[src/rtl/y_pattern_gen.sv]
// y_pattern_gen: raster timing and 8-bit luminance test-pattern source for
// the Y-stream consumers (Sobel and friends). Frames always run to
// completion. Start, stop, pattern and solid value are taken only at frame
// boundaries. Every output is registered one clock after the counter state
// it describes.
//
// state  | meaning
// -------+--------------------------------------------------------------
// S_IDLE | counters parked at 0, outputs idle, waiting for en
// S_RUN  | counters advance every clock; en is re-sampled on the last clock
module y_pattern_gen #(
  parameter int unsigned H_ACTIVE = 640,
  parameter int unsigned H_FP     = 16,
  parameter int unsigned H_SYNC   = 96,
  parameter int unsigned H_BP     = 48,
  parameter int unsigned V_ACTIVE = 480,
  parameter int unsigned V_FP     = 10,
  parameter int unsigned V_SYNC   = 2,
  parameter int unsigned V_BP     = 33,
  parameter bit          SYNC_POL = 1'b1,
  parameter int unsigned BAR_W    = 80,
  parameter int unsigned CHK_LOG2 = 5
) (
  input  logic       clk,
  input  logic       rst,
  input  logic       en,
  input  logic [1:0] mode,
  input  logic [7:0] solid_val,
  output logic [7:0] Y_data,
  output logic       Y_de,
  output logic       Y_hsync,
  output logic       Y_vsync,
  output logic       frame_done
);

  localparam int unsigned H_TOTAL = H_ACTIVE + H_FP + H_SYNC + H_BP;
  localparam int unsigned V_TOTAL = V_ACTIVE + V_FP + V_SYNC + V_BP;
  localparam int unsigned HW      = $clog2(H_TOTAL);
  localparam int unsigned VW      = $clog2(V_TOTAL);

  localparam logic [HW-1:0] H_ONE      = HW'(1);
  localparam logic [VW-1:0] V_ONE      = VW'(1);
  localparam logic [15:0]   BAR_RELOAD = 16'(BAR_W - 1);

  typedef enum logic {S_IDLE, S_RUN} state_t;

  state_t        state_q;
  logic [HW-1:0] h_cnt_q;
  logic [VW-1:0] v_cnt_q;
  logic [1:0]    mode_q;
  logic [7:0]    solid_q;
  logic [2:0]    bar_q;       // current bar index for mode 1
  logic [15:0]   bar_left_q;  // pixels remaining in the current bar, minus one

  logic [31:0] h_w, v_w;
  logic        h_act_d, v_act_d, de_d, hs_win_d, vs_win_d, h_last_d, v_last_d;
  logic [7:0]  pix_d, data_d;

  // Decode counter position into regions and the pattern for this pixel.
  always_comb begin
    h_w      = 32'(h_cnt_q);
    v_w      = 32'(v_cnt_q);
    h_act_d  = h_w < H_ACTIVE;
    v_act_d  = v_w < V_ACTIVE;
    de_d     = h_act_d & v_act_d;
    hs_win_d = (h_w >= H_ACTIVE + H_FP) && (h_w < H_ACTIVE + H_FP + H_SYNC);
    vs_win_d = (v_w >= V_ACTIVE + V_FP) && (v_w < V_ACTIVE + V_FP + V_SYNC);
    h_last_d = h_w == H_TOTAL - 1;
    v_last_d = v_w == V_TOTAL - 1;
    pix_d    = 8'h00;
    case (mode_q)
      2'd0:    pix_d = h_w[7:0];
      2'd1:    pix_d = {bar_q, 5'b0};
      2'd2:    pix_d = (h_w[CHK_LOG2] ^ v_w[CHK_LOG2]) ? 8'hFF : 8'h00;
      default: pix_d = solid_q;
    endcase
    data_d = de_d ? pix_d : 8'h00;
  end

  // Frame FSM, raster counters, bar tracker and registered outputs.
  always_ff @(posedge clk or posedge rst) begin
    if (rst) begin
      state_q    <= S_IDLE;
      h_cnt_q    <= '0;
      v_cnt_q    <= '0;
      mode_q     <= 2'd0;
      solid_q    <= 8'h00;
      bar_q      <= 3'd0;
      bar_left_q <= BAR_RELOAD;
      Y_data     <= 8'h00;
      Y_de       <= 1'b0;
      Y_hsync    <= ~SYNC_POL;
      Y_vsync    <= ~SYNC_POL;
      frame_done <= 1'b0;
    end else begin
      case (state_q)
        S_IDLE: begin
          h_cnt_q    <= '0;
          v_cnt_q    <= '0;
          bar_q      <= 3'd0;
          bar_left_q <= BAR_RELOAD;
          Y_data     <= 8'h00;
          Y_de       <= 1'b0;
          Y_hsync    <= ~SYNC_POL;
          Y_vsync    <= ~SYNC_POL;
          frame_done <= 1'b0;
          if (en) begin
            mode_q  <= mode;
            solid_q <= solid_val;
            state_q <= S_RUN;
          end
        end

        default: begin
          Y_data     <= data_d;
          Y_de       <= de_d;
          Y_hsync    <= hs_win_d ? SYNC_POL : ~SYNC_POL;
          Y_vsync    <= vs_win_d ? SYNC_POL : ~SYNC_POL;
          frame_done <= h_last_d & v_last_d;

          // Bar index follows h_cnt: restart each line, step every BAR_W active pixels.
          if (h_last_d) begin
            bar_q      <= 3'd0;
            bar_left_q <= BAR_RELOAD;
          end else if (h_act_d) begin
            if (bar_left_q == 16'd0) begin
              bar_q      <= bar_q + 3'd1;
              bar_left_q <= BAR_RELOAD;
            end else begin
              bar_left_q <= bar_left_q - 16'd1;
            end
          end

          if (h_last_d) begin
            h_cnt_q <= '0;
            if (v_last_d) begin
              v_cnt_q <= '0;
              if (en) begin
                mode_q  <= mode;
                solid_q <= solid_val;
              end else begin
                state_q <= S_IDLE;
              end
            end else begin
              v_cnt_q <= v_cnt_q + V_ONE;
            end
          end else begin
            h_cnt_q <= h_cnt_q + H_ONE;
          end
        end
      endcase
    end
  end

endmodule

[config.mk]
export PLATFORM = sky130hd
export DESIGN_NAME = y_pattern_gen
export DESIGN_NICKNAME = d
export VERILOG_FILES = /design/src/rtl/y_pattern_gen.sv
export SDC_FILE = /design/constraint.sdc
export NUM_CORES = 1
export LEC_CHECK = 0
export BUFFER_PORTS_ARGS = -buffer_cell sky130_fd_sc_hd__buf_2
export CAP_MARGIN = 20
export CORE_MARGIN = 2
export CORE_UTILIZATION = 33
export DETAILED_ROUTE_END_ITERATION = 7
export GPL_ROUTABILITY_DRIVEN = 1
export PLACE_DENSITY = 0.49
export SLEW_MARGIN = 5
export SYNTH_ARGS = -nofsm -noshare
export SYNTH_HDL_FRONTEND = slang
export SYNTH_SLANG_ARGS = --single-unit
[constraint.sdc]
create_clock -name clk -period 2.55 [get_ports clk]
set_input_delay 0.51 -clock clk [delete_from_list [all_inputs] [get_ports clk]]
set_output_delay 0.51 -clock clk [all_outputs]
set_load 0.02 [all_outputs]
---- Word-level counts from Yosys, hierarchy flattened ----
Index checks and enable logic that the tools add are counted.
word-level totals
  flip-flop bits (word level) ............. 62
  input port bits ......................... 13
  output and inout bits ................... 12
  word-level logic and storage cells ...... 74
cells by class
  $add $sub $neg .......................... 4
  magnitude comparators ................... 6
  equality and inequality tests ........... 8
  muxes and demuxes ....................... 35
  bitwise gates (word level) .............. 3
  reductions and logical operators ........ 6
operators by type and width
  cell                                                          number
  2-to-1 mux 16 bit                                             4
  2-to-1 mux 8 bit                                              7
  2-to-1 mux 10 bit                                             5
  one-hot mux 8 bit (3 select lines)                            1
  adder 10 x 1 -> 10 bit (second input constant)                2
  == test 10 bit (second input constant)                        2
  less-than comparator 10 bit (second input constant)           2
  less-than comparator 10 x 9 -> 1 bit (second input constant)  2
  logical NOT 16 bit                                            1
  subtractor 16 x 1 -> 16 bit (second input constant)           1
  2-to-1 mux 3 bit                                              4
  >= comparator 10 bit (second input constant)                  1
  >= comparator 10 x 9 -> 1 bit (second input constant)         1
  2-to-1 mux 1 bit                                              10
  2-to-1 mux 2 bit                                              4
  != test 3 x 1 -> 1 bit (second input constant)                2
  != test 2 x 1 -> 1 bit (second input constant)                2
  AND reduction 2 bit                                           2
  adder 3 x 1 -> 3 bit (second input constant)                  1
  AND 1 bit                                                     2
  == test 2 x 1 -> 1 bit (second input constant)                1
  == test 2 bit (second input constant)                         1
  logical AND 1 bit                                             2
  logical NOT 2 bit                                             1
  bitwise XOR 1 bit                                             1

---- Longest topological paths before layout ----
Gate-level depths: netlist of run 1.
  depth in word-level cells ............... 5
  depth in mapped cells ................... 8
  depth with buffers taken out ............ 6

---- Worst setup path before layout of run 1 ----
OpenSTA, ideal clock, no wires.
  path type ............................... register -> register
  start point ............................. register bar_left_q[4]
  end point ............................... register bar_q[0]
  setup time .............................. 0.077 ns
  data arrival time ....................... 2.213 ns
  data required time ...................... 2.473 ns
  setup slack ............................. 0.260 ns
  cell stages (with the launch flop) ...... 6
  buffers on the path ..................... 1
  period minus slack after synthesis ...... 2.290 ns
  path through ............................ dfrtp_1 > or4_4 > or4_4 > buf_6 > or4_1 > a21oi_1
between the ends
  longest elaborated chain between the ends .. 3
ends and longest elaborated chain
  element                                  RTL line  source
  start, declared                          53        logic [15:0] bar_left_q;
  start signal, assigned                   130       bar_left_q <= bar_left_q - 16'd1;
  logical NOT 16 bit                       126       if (bar_left_q == 16'd0) begin
  != test 3 x 1 -> 1 bit (no source line)  -
  AND reduction 2 bit (no source line)     -
  end signal, assigned                     127       bar_q <= bar_q + 3'd1;
  end, declared                            52        logic [2:0] bar_q;
No other way between the ends.
A chain may end at the register's enable or synchronous reset.

---- Final worst setup path of run 1 ----
  start point ............................. register bar_left_q[4]
  end point ............................... register bar_left_q[11]
between the ends
  longest elaborated chain between the ends .. 5
ends and longest elaborated chain
  element                                                            RTL line  source
  subtractor 16 x 1 -> 16 bit or logical NOT 16 bit (tied branches)  130, 126
  2-to-1 mux 16 bit (*)                                              126
  2-to-1 mux 16 bit (*)                                              125       end else if (h_act_d) begin
  2-to-1 mux 16 bit (*)                                              122       if (h_last_d) begin
  2-to-1 mux 16 bit (*)                                              96        case (state_q)
Every way passes the cells marked *; elsewhere a longest branch is shown, timed or not. The select of a mux whose other input is x is not followed.

==> metrics.csv, run 1 <==
stage,metric,value,unit
placed_design,dpl cell area,0.003576,mm²
yosys,Synth Warn #,0,
clock_network,Clock Latency Late Sink,0.34,ns
power,PD cells,482.3,mW/mm²
power,Leak,1.506,nW
power,worst vdd ir,0.0001667,V
yosys,xor and xnor fraction of the mapped netlist area,0.02921,
routing,via count,2622,
yosys,largest family of logic cells by synthesized area,simple AND/OR/NAND/NOR gates,
placed_design,GPL Wtd Cong,0.7562,
floorplanning,chip height,104.0,µm
yosys,Synth area leaders,"dfrtp_1 43%, o211ai_1 5.0%, dfstp_2 4.0%",
yosys,sequential fraction of the synthesis area,0.4723,
cells_and_area,ant diodes,0,
routing,drt pass-1 iters,4,
critical_path,Reg2Reg Launch Point,bar_left_q[4],
floorplanning,CORE AREA,0.009729,mm²
clock_network,cts hold-fix bufs,0,
timing,"Setup violations, final",0,
cells_and_area,post-route core utilization,0.3852,
yosys,Synthesized Nets,363,
yosys,post-synth top area cell,dfrtp_1,
timing,Tcrit/Tclk final,0.9075,
global_route,antenna violations before repair,0,
floorplanning,die area,0.01081,mm²
clock_network,CTS root buf,clkbuf_8,
routing,DRC Markers,0,
flow_run,MaxCap Viol Count,0,
floorplanning,row count,36,
yosys,ys async rst share,1.000,
cells_and_area,layout cells sized above 1,0.1689,
cells_and_area,Final #Nets,387,
floorplanning,initial cell density of the core,0.3390,
floorplanning,I/O pin count,25,
cells_and_area,fin area,0.003747,mm²
timing,Worst-Margin Slew,0.6567,ns
yosys,Synth Area in Compound Gates,0.1870,
yosys,adder-cell share of the synthesized area,0.02276,
timing,Setup TNS,0,ns
routing,Antenna Violating Nets Remaining,0,
floorplanning,Die Wd,104.0,µm
clock_network,clk sinks,62,
critical_path,Reg2Reg Setup Slack,0.24,ns
cells_and_area,fill count,1008,
status,status,finished clean,
worst_hold_path,Hold Path Class,in -> async,
timing,"Hold Vio Cnt, Final",0,
cells_and_area,multi-input logic area,0.001584,mm²
global_route,grt ovf,0,
cells_and_area,Synth-to-Final Area Change,13.62,%
yosys,"Avg Cell Area, Syn",9.588,µm²
critical_path,Critical Path Fanout Max,5,
cells_and_area,most frequent cells in the layout,"57 x dfrtp_1, 24 x buf_2, 23 x nand2_1",
cells_and_area,"commonest non-fill, non-tap cell in the layout",dfrtp_1,
yosys,post-synthesis mux area share,0.01290,
timing,Period minus WS final,2.314,ns
critical_path,Startpoint Class,register,
global_route,vias in the first global route,2555,
yosys,share of the synthesized area in the top cell type,0.4325,
yosys,Post-synth top flop,dfrtp_1,
timing,slew margin rel.,0.5560,
clock_network,CTS tree,done,
critical_path,reg2reg path depth,4,
critical_path,reg2reg end,bar_left_q[11],
critical_path,critical path capture point type,register,
yosys,Post-synth EDFFs,0,
timing,max-slew violation count,0,
global_route,Tot GR Track Use,0.1520,
critical_path,CP Data Arrival Time,2.55,ns
clock_network,post_cts resized,0,
timing,FMAX,0.4321,GHz
global_route,first-pass GRT wire length,13.19,mm
yosys,Synth Area in Simple Gates,0.2284,
routing,Avg Vias per Cell,5.182,
clock_network,Post-CTS Setup Inserts,0,
routing,1st-iter DRT viols,94,
timing,RSZ-0062 raised after global routing,false,
critical_path,WP data required,2.79,ns
placed_design,final HPWL from detailed placement,5.276,mm
placed_design,Port Buffer Count,24,
cells_and_area,Reg area,0.001558,mm²
yosys,Cell variety after synth,51,
critical_path,CP Class,reg -> reg,
routing,Detailed Route WL,7.695,mm
clock_network,worst-case clock buffer depth,2,
routing,Avg WL per Cell,15.21,µm
yosys,Yosys reg bits,62,
clock_network,CTS Buf Count,9,
clock_network,H-tree Lvls,3,
global_route,largest net degree at the start of global routing,41,
yosys,Mapped Cells,344,
clock_network,"Clk pin slew, worst setup/hold paths",0.08,ns
timing,Setup Skew,0.01299,ns
yosys,post-synthesis instance area,0.003298,mm²
-- worst max path at each step --
| stage | startpoint | to | slack (ns) | cells after the start |
|---|---|---|---|---|
| 3_5_place_dp | bar_left_q[4] | bar_left_q[11] | 0.23 | 4 |
| 5_1_grt | h_cnt_q[4] | solid_q[1] | 0.1 | 4 |
| 2_1_floorplan | bar_left_q[4] | bar_q[0] | 0.26 | 5 |
| 4_1_cts | bar_left_q[4] | bar_q[0] | 0.24 | 4 |
| 6_report | bar_left_q[4] | bar_left_q[11] | 0.24 | 4 |
| 3_3_place_gp | bar_left_q[4] | bar_q[0] | 0.27 | 4 |
-- cells by family after synthesis --
family,count (synthesis)
DFF,62
buffers and inverters,35
muxes,4
AOI/OAI and AO/OA,92
xor gates and xnor gates,11
and+or+nand+nor,134
adders and majority gates,6
-- layout make-up --
class                      instances  area share
tap                              133     0.04441
multi-input combinational        247      0.4227
clock inverter                     1    0.001336
sequential                        62      0.4157
clock buffer                      15     0.04441
inverter                          12     0.01202
timing repair buffer              36     0.05943
-- report_power, final --
group / internal [mW] / switching, mW / total [mW] / leakage (nW)
sequential: 0.984 / 0 / 0.984 / 0.719
combinational: 0.0153 / 0.0303 / 0.0456 / 0.699
clock: 0.407 / 0.371 / 0.778 / 0.0877
total: 1.41 / 0.401 / 1.81 / 1.51
-- state kept, by name (all words and copies together), names as in the netlist --
name and count:
mode_q 2, bar_q 3, solid_q 8, Y_vsync 1, h_cnt_q 10, state_q 1
frame_done 1, Y_data 8, v_cnt_q 10, Y_de 1, bar_left_q 16, Y_hsync 1
-- metal layers --
metal,up-vias,global-route usage,wire (µm)
met3,2,0.02757,183
met5,-,0,0
met1,1257,0.2126,3859
li1,1332,-,-
met2,31,0.2359,3624
met4,0,0.05502,28
-- stage by stage --
step | total power [mW] | std cells | hold WS (ns) | setup WS, ns
final | 1.807 | 506 | 0.2118 | 0.2360
after global routing | 1.899 | 506 | 0.2444 | 0.09982
after CTS | 1.840 | 506 | 0.2092 | 0.2393
after detailed placement | 1.049 | 490 | 0.5245 | 0.2318
after global placement | 1.049 | 490 | 0.5146 | 0.2658
after floorplan | 1.028 | 344 | 0.4809 | 0.2597
-- critical path, cell delays in order, from the launching register on --
cell and delay (ns):
dfrtp_1 0.40, or4_4 0.57, or3_2 0.51, or4_1 0.53
o31ai_1 0.21
-- synth_stat cells (all sizes together), types with 2 or more instances --
| cell | instances |
|---|---|
| a211oi | 2 |
| a21oi | 22 |
| a221oi | 2 |
| a22oi | 5 |
| a31oi | 2 |
| and2 | 4 |
| and3 | 4 |
| and4 | 2 |
| buf | 3 |
| clkbuf | 19 |
| dfrtp | 57 |
| dfstp | 5 |
| ha | 6 |
| inv | 12 |
| mux2 | 2 |
| mux2i | 2 |
| nand2 | 23 |
| nand2b | 14 |
| nand3 | 13 |
| nand3b | 2 |
| nand4 | 6 |
| nand4b | 3 |
| nor2 | 21 |
| nor3 | 12 |
| nor4 | 4 |
| nor4b | 4 |
| o211ai | 22 |
| o21a | 2 |
| o21ai | 15 |
| o311ai | 3 |
| o31ai | 8 |
| o41ai | 2 |
| or3 | 11 |
| or4 | 8 |
| xnor2 | 3 |
| xor2 | 8 |
(Power assumes the default switching activity.)
==> run 2, diff against run 1 <==
ABC_AREA = 1   (was unset)
==> run 2 against run 1 <==
Net effect: wire length decreased by 3.8%; sequential share of layout area decreased by 0.19 points; global-route usage decreased by 0.24 points; non-clock buffer count decreased by 8.
==> metrics.csv, run 2 <==
stage,metric,value,unit,change
status,status,finished clean,,
timing,RSZ-0062 raised after global routing,false,,
placed_design,placed instance count,577,,+18%
routing,DR top layer,met4,,
yosys,Post-synth top flop,dfrtp_1,,
clock_network,Post-CTS Setup Inserts,0,,unchanged
yosys,post-synth top area cell,dfrtp_1,,
critical_path,WP data required,2.79,ns,about the same
power,register share of total power,0.490,,-0.054
power,power share of the clock group,0.493,,+0.062
clock_network,worst-case clock buffer depth,2,,unchanged
clock_network,post_cts resized,0,,unchanged
global_route,largest net degree at the start of global routing,63,,+54%
cells_and_area,layout cells sized above 1,0.1457,,-0.02325
flow_run,MaxCap Viol Count,0,,unchanged
routing,metal2 WL,3.296,mm,-9.1%
yosys,Post-synth EDFFs,0,,unchanged
floorplanning,initial cell density of the core,0.3390,,about the same
routing,Post-Route M1 WL,3.732,mm,-3.3%
yosys,"count leader, synth",nand2_1,,
critical_path,Startpoint Class,register,,
placed_design,GPL Wtd Cong,0.7923,,+4.8%
yosys,Synth Area in Simple Gates,0.2995,,+0.07109
yosys,share of the synthesized area in the top cell type,0.4305,,-0.001960
routing,drt pass-1 iters,4,,unchanged
critical_path,CP max-delay cell,dfrtp_1,,
power,worst vdd ir,0.0002720,V,+63%
clock_network,Clock Latency Late Sink,0.35,ns,about the same
global_route,first-pass GRT wire length,13.03,mm,-1.1%
cells_and_area,number of flip-flops under the largest register name,16,,unchanged
timing,FMAX,0.5260,GHz,+22%
floorplanning,CORE AREA,0.009774,mm²,+0.46%
critical_path,Worst setup startpoint,h_cnt_q[0],,
global_route,vias in the first global route,2740,,+7.2%
floorplanning,row count,36,,unchanged
power,combinational power share,0.017,,-0.008
floorplanning,die area,0.01086,mm²,+0.44%
yosys,Yosys reg bits,62,,unchanged
routing,1st-iter DRT viols,148,,+57%
global_route,Tot GR Track Use,0.1496,,-0.002443
cells_and_area,fin cells,593,,+17%
floorplanning,I/O pin count,25,,unchanged
yosys,post-synthesis mux area share,0,,-0.01290
cells_and_area,largest registers,"bar_left_q (16), h_cnt_q (10), v_cnt_q (10)",,
yosys,Synth Warn #,0,,unchanged
yosys,post-synthesis instance area,0.003313,mm²,+0.46%
timing,hold_ws,0.2029,ns,-0.008918 ns
critical_path,Critical Path Fanout Max,11,,+6
yosys,Mapped Cells,427,,+24%
timing,Setup Skew,0.01315,ns,+0.0001541 ns
power,Psw,458.6,µW,+14%
critical_path,CP peak stage delay,0.41,ns,-0.16 ns
clock_network,cts hold-fix bufs,0,,unchanged
yosys,xor and xnor fraction of the mapped netlist area,0.002644,,-0.02657
routing,Avg Vias per Cell,4.680,,-9.7%
routing,Avg WL per Cell,12.48,µm,-18%
cells_and_area,ant diodes,0,,unchanged
timing,slew margin rel.,0.6030,,+0.04695
routing,met3 WL,171,µm,-6.6%
power,Leak,2.012,nW,+34%
critical_path,worst path bufs/invs,1,,+1
clock_network,CTS tree,done,,
clock_network,CTS Buf Count,9,,unchanged
cells_and_area,most frequent cells in the layout,"94 x nand2_1, 59 x nor2_1, 58 x inv_1",,
timing,Setup TNS,0,ns,unchanged
yosys,Cell variety after synth,36,,-29%
power,PD cells,532.8,mW/mm²,+10%
placed_design,Port Buffer Count,24,,unchanged
routing,Antenna Violating Nets Remaining,0,,unchanged
clock_network,"Clk pin slew, worst setup/hold paths",0.08,ns,about the same
timing,Worst-Margin Slew,0.5929,ns,-0.06379 ns
clock_network,clk sinks,62,,unchanged
power,Int Pwr,1.547,mW,+10%
critical_path,critical path capture point type,register,,
yosys,Synth area leaders,"dfrtp_1 43%, nand2_1 11%, inv_1 6.7%",,
yosys,ys async rst share,1.000,,unchanged
yosys,sequential fraction of the synthesis area,0.4702,,-0.002140
timing,"Setup violations, final",0,,unchanged
routing,via count,2775,,+5.8%
yosys,adder-cell share of the synthesized area,0.02266,,-0.0001031
floorplanning,Die Wd,104.2,µm,+0.22%
floorplanning,chip height,104.2,µm,+0.22%
yosys,Synth Area in Compound Gates,0.1061,,-0.08091
critical_path,CP Data Arrival Time,2.14,ns,-0.41 ns
timing,max-slew violation count,0,,unchanged
critical_path,CP Class,reg -> reg,,
yosys,Synthesized Nets,446,,+23%
timing,Period minus WS final,1.901,ns,-0.4128 ns
timing,Tcrit/Tclk final,0.7456,,-0.1619
critical_path,critical path's most frequent cell,nand2_1,,
placed_design,final HPWL from detailed placement,5.226,mm,-0.95%
cells_and_area,Final #Nets,474,,+22%
yosys,Synth top cells by count,"94 x nand2_1, 59 x inv_1, 59 x nor2_1",,
cells_and_area,fill count,1048,,+4.0%
cells_and_area,Biggest register,bar_left_q,,
yosys,largest family of logic cells by synthesized area,simple AND/OR/NAND/NOR gates,,
timing,"Hold Vio Cnt, Final",0,,unchanged
cells_and_area,Synth-to-Final Area Change,13.63,%,about the same
global_route,grt ovf,0,,unchanged
cells_and_area,"commonest non-fill, non-tap cell in the layout",nand2_1,,
worst_hold_path,Hold Path Class,in -> async,,
clock_network,CTS root buf,clkbuf_8,,
critical_path,cell family with most CP delay,simple AND/OR/NAND/NOR gates,,
critical_path,Reg2Reg Launch Point,h_cnt_q[0],,
global_route,antenna violations before repair,0,,unchanged
critical_path,Reg2Reg Setup Slack,0.65,ns,+0.41 ns
routing,DRC Markers,0,,unchanged
power,sw frac,0.2286,,+0.006525
critical_path,crit-path cells,"ha_1, nand3_1, nor2_1, nand2_4, nand2_2, inv_1, o21ai_0, nand2_1, nand2_1",,
clock_network,H-tree Lvls,3,,unchanged
routing,Detailed Route WL,7.399,mm,-3.8%
yosys,"Avg Cell Area, Syn",7.759,µm²,-19%
[run 2: cell types whose count changed after synthesis, sizes merged, moves of 11 or more]
| cell | change |
|---|---|
| o211ai | -21 |
| nand2b | -14 |
| nand3 | +16 |
| nor2 | +42 |
| or3 | -11 |
| inv | +49 |
| clkbuf | -19 |
| nand2 | +75 |
| o21ai | +15 |
[run 2: layer usage]
| metal | vias up | track usage |
|---|---|---|
| met4 | 0 | 0.07239 |
| li1 | 1431 | - |
| met2 | 40 | 0.2293 |
| met3 | 16 | 0.02820 |
| met5 | - | 0 |
| met1 | 1288 | 0.2033 |
[run 2: final timing paths]
path,to,cells after the start
hold reg to reg,solid_q[5],2
max in group asynchronous,bar_left_q[0],3
setup / recovery,bar_q[0],9
setup reg to reg,bar_q[0],9
min in group clk,solid_q[0],3
hold / removal,bar_left_q[11],3
[run 2: logic make-up (layout without fill, tap and decap cells)]
kind of cell / count (synthesis) / count (layout)
XOR/XNOR: 1 / 1
flip-flops: 62 / 62
adder cells (fa/ha/maj): 6 / 6
buffers and inverters: 72 / 105
AO/OA/AOI/OAI: 64 / 64
AND/OR/NAND/NOR: 222 / 222
[run 2: final cells by class]
class	instances	area [µm²]	share of cell area
Clock inverter	7	97.59	0.02592
Clock buffer	9	123.9	0.03290
Multi-Input combinational cell	293	1428	0.3792
Sequential cell	62	1558	0.4138
Timing Repair Buffer	28	162.7	0.04320
Tap cell	133	166.4	0.04420
Inverter	61	229.0	0.06082
[run 2: metrics by stage]
| step | worst slack, ns | util | instance area, µm² | total power, mW |
|---|---|---|---|---|
| 2_1_floorplan | 0.5069 | - | 3313 | 1.019 |
| 3_3_place_gp | 0.7222 | 0.3625 | 3543 | 1.039 |
| 3_5_place_dp | 0.6687 | 0.3625 | 3543 | 1.039 |
| 4_1_cts | 0.6473 | 0.3852 | 3765 | 2.038 |
| 5_1_grt | 0.4360 | 0.3852 | 3765 | 2.080 |
| 6_report | 0.6488 | 0.3852 | 3765 | 2.006 |
[run 2: power groups by stage]
stage	logic (mW)	clock network (mW)	registers (mW)
floorplan	0.0173	0	1.00
CTS	0.0374	1.02	0.983
finish	0.0347	0.988	0.983
detailed placement	0.0373	0	1.00
global placement	0.0370	0	1.00
global route	0.0422	1.06	0.983
[run 2: worst reg2reg max path: cells and delay by family (launching register included)]
family	cells	cell delay, ns
compound gates	1	0.23
flops	1	0.41
fa+ha+maj	1	0.25
buf+inv	1	0.32
simple gates	6	0.59
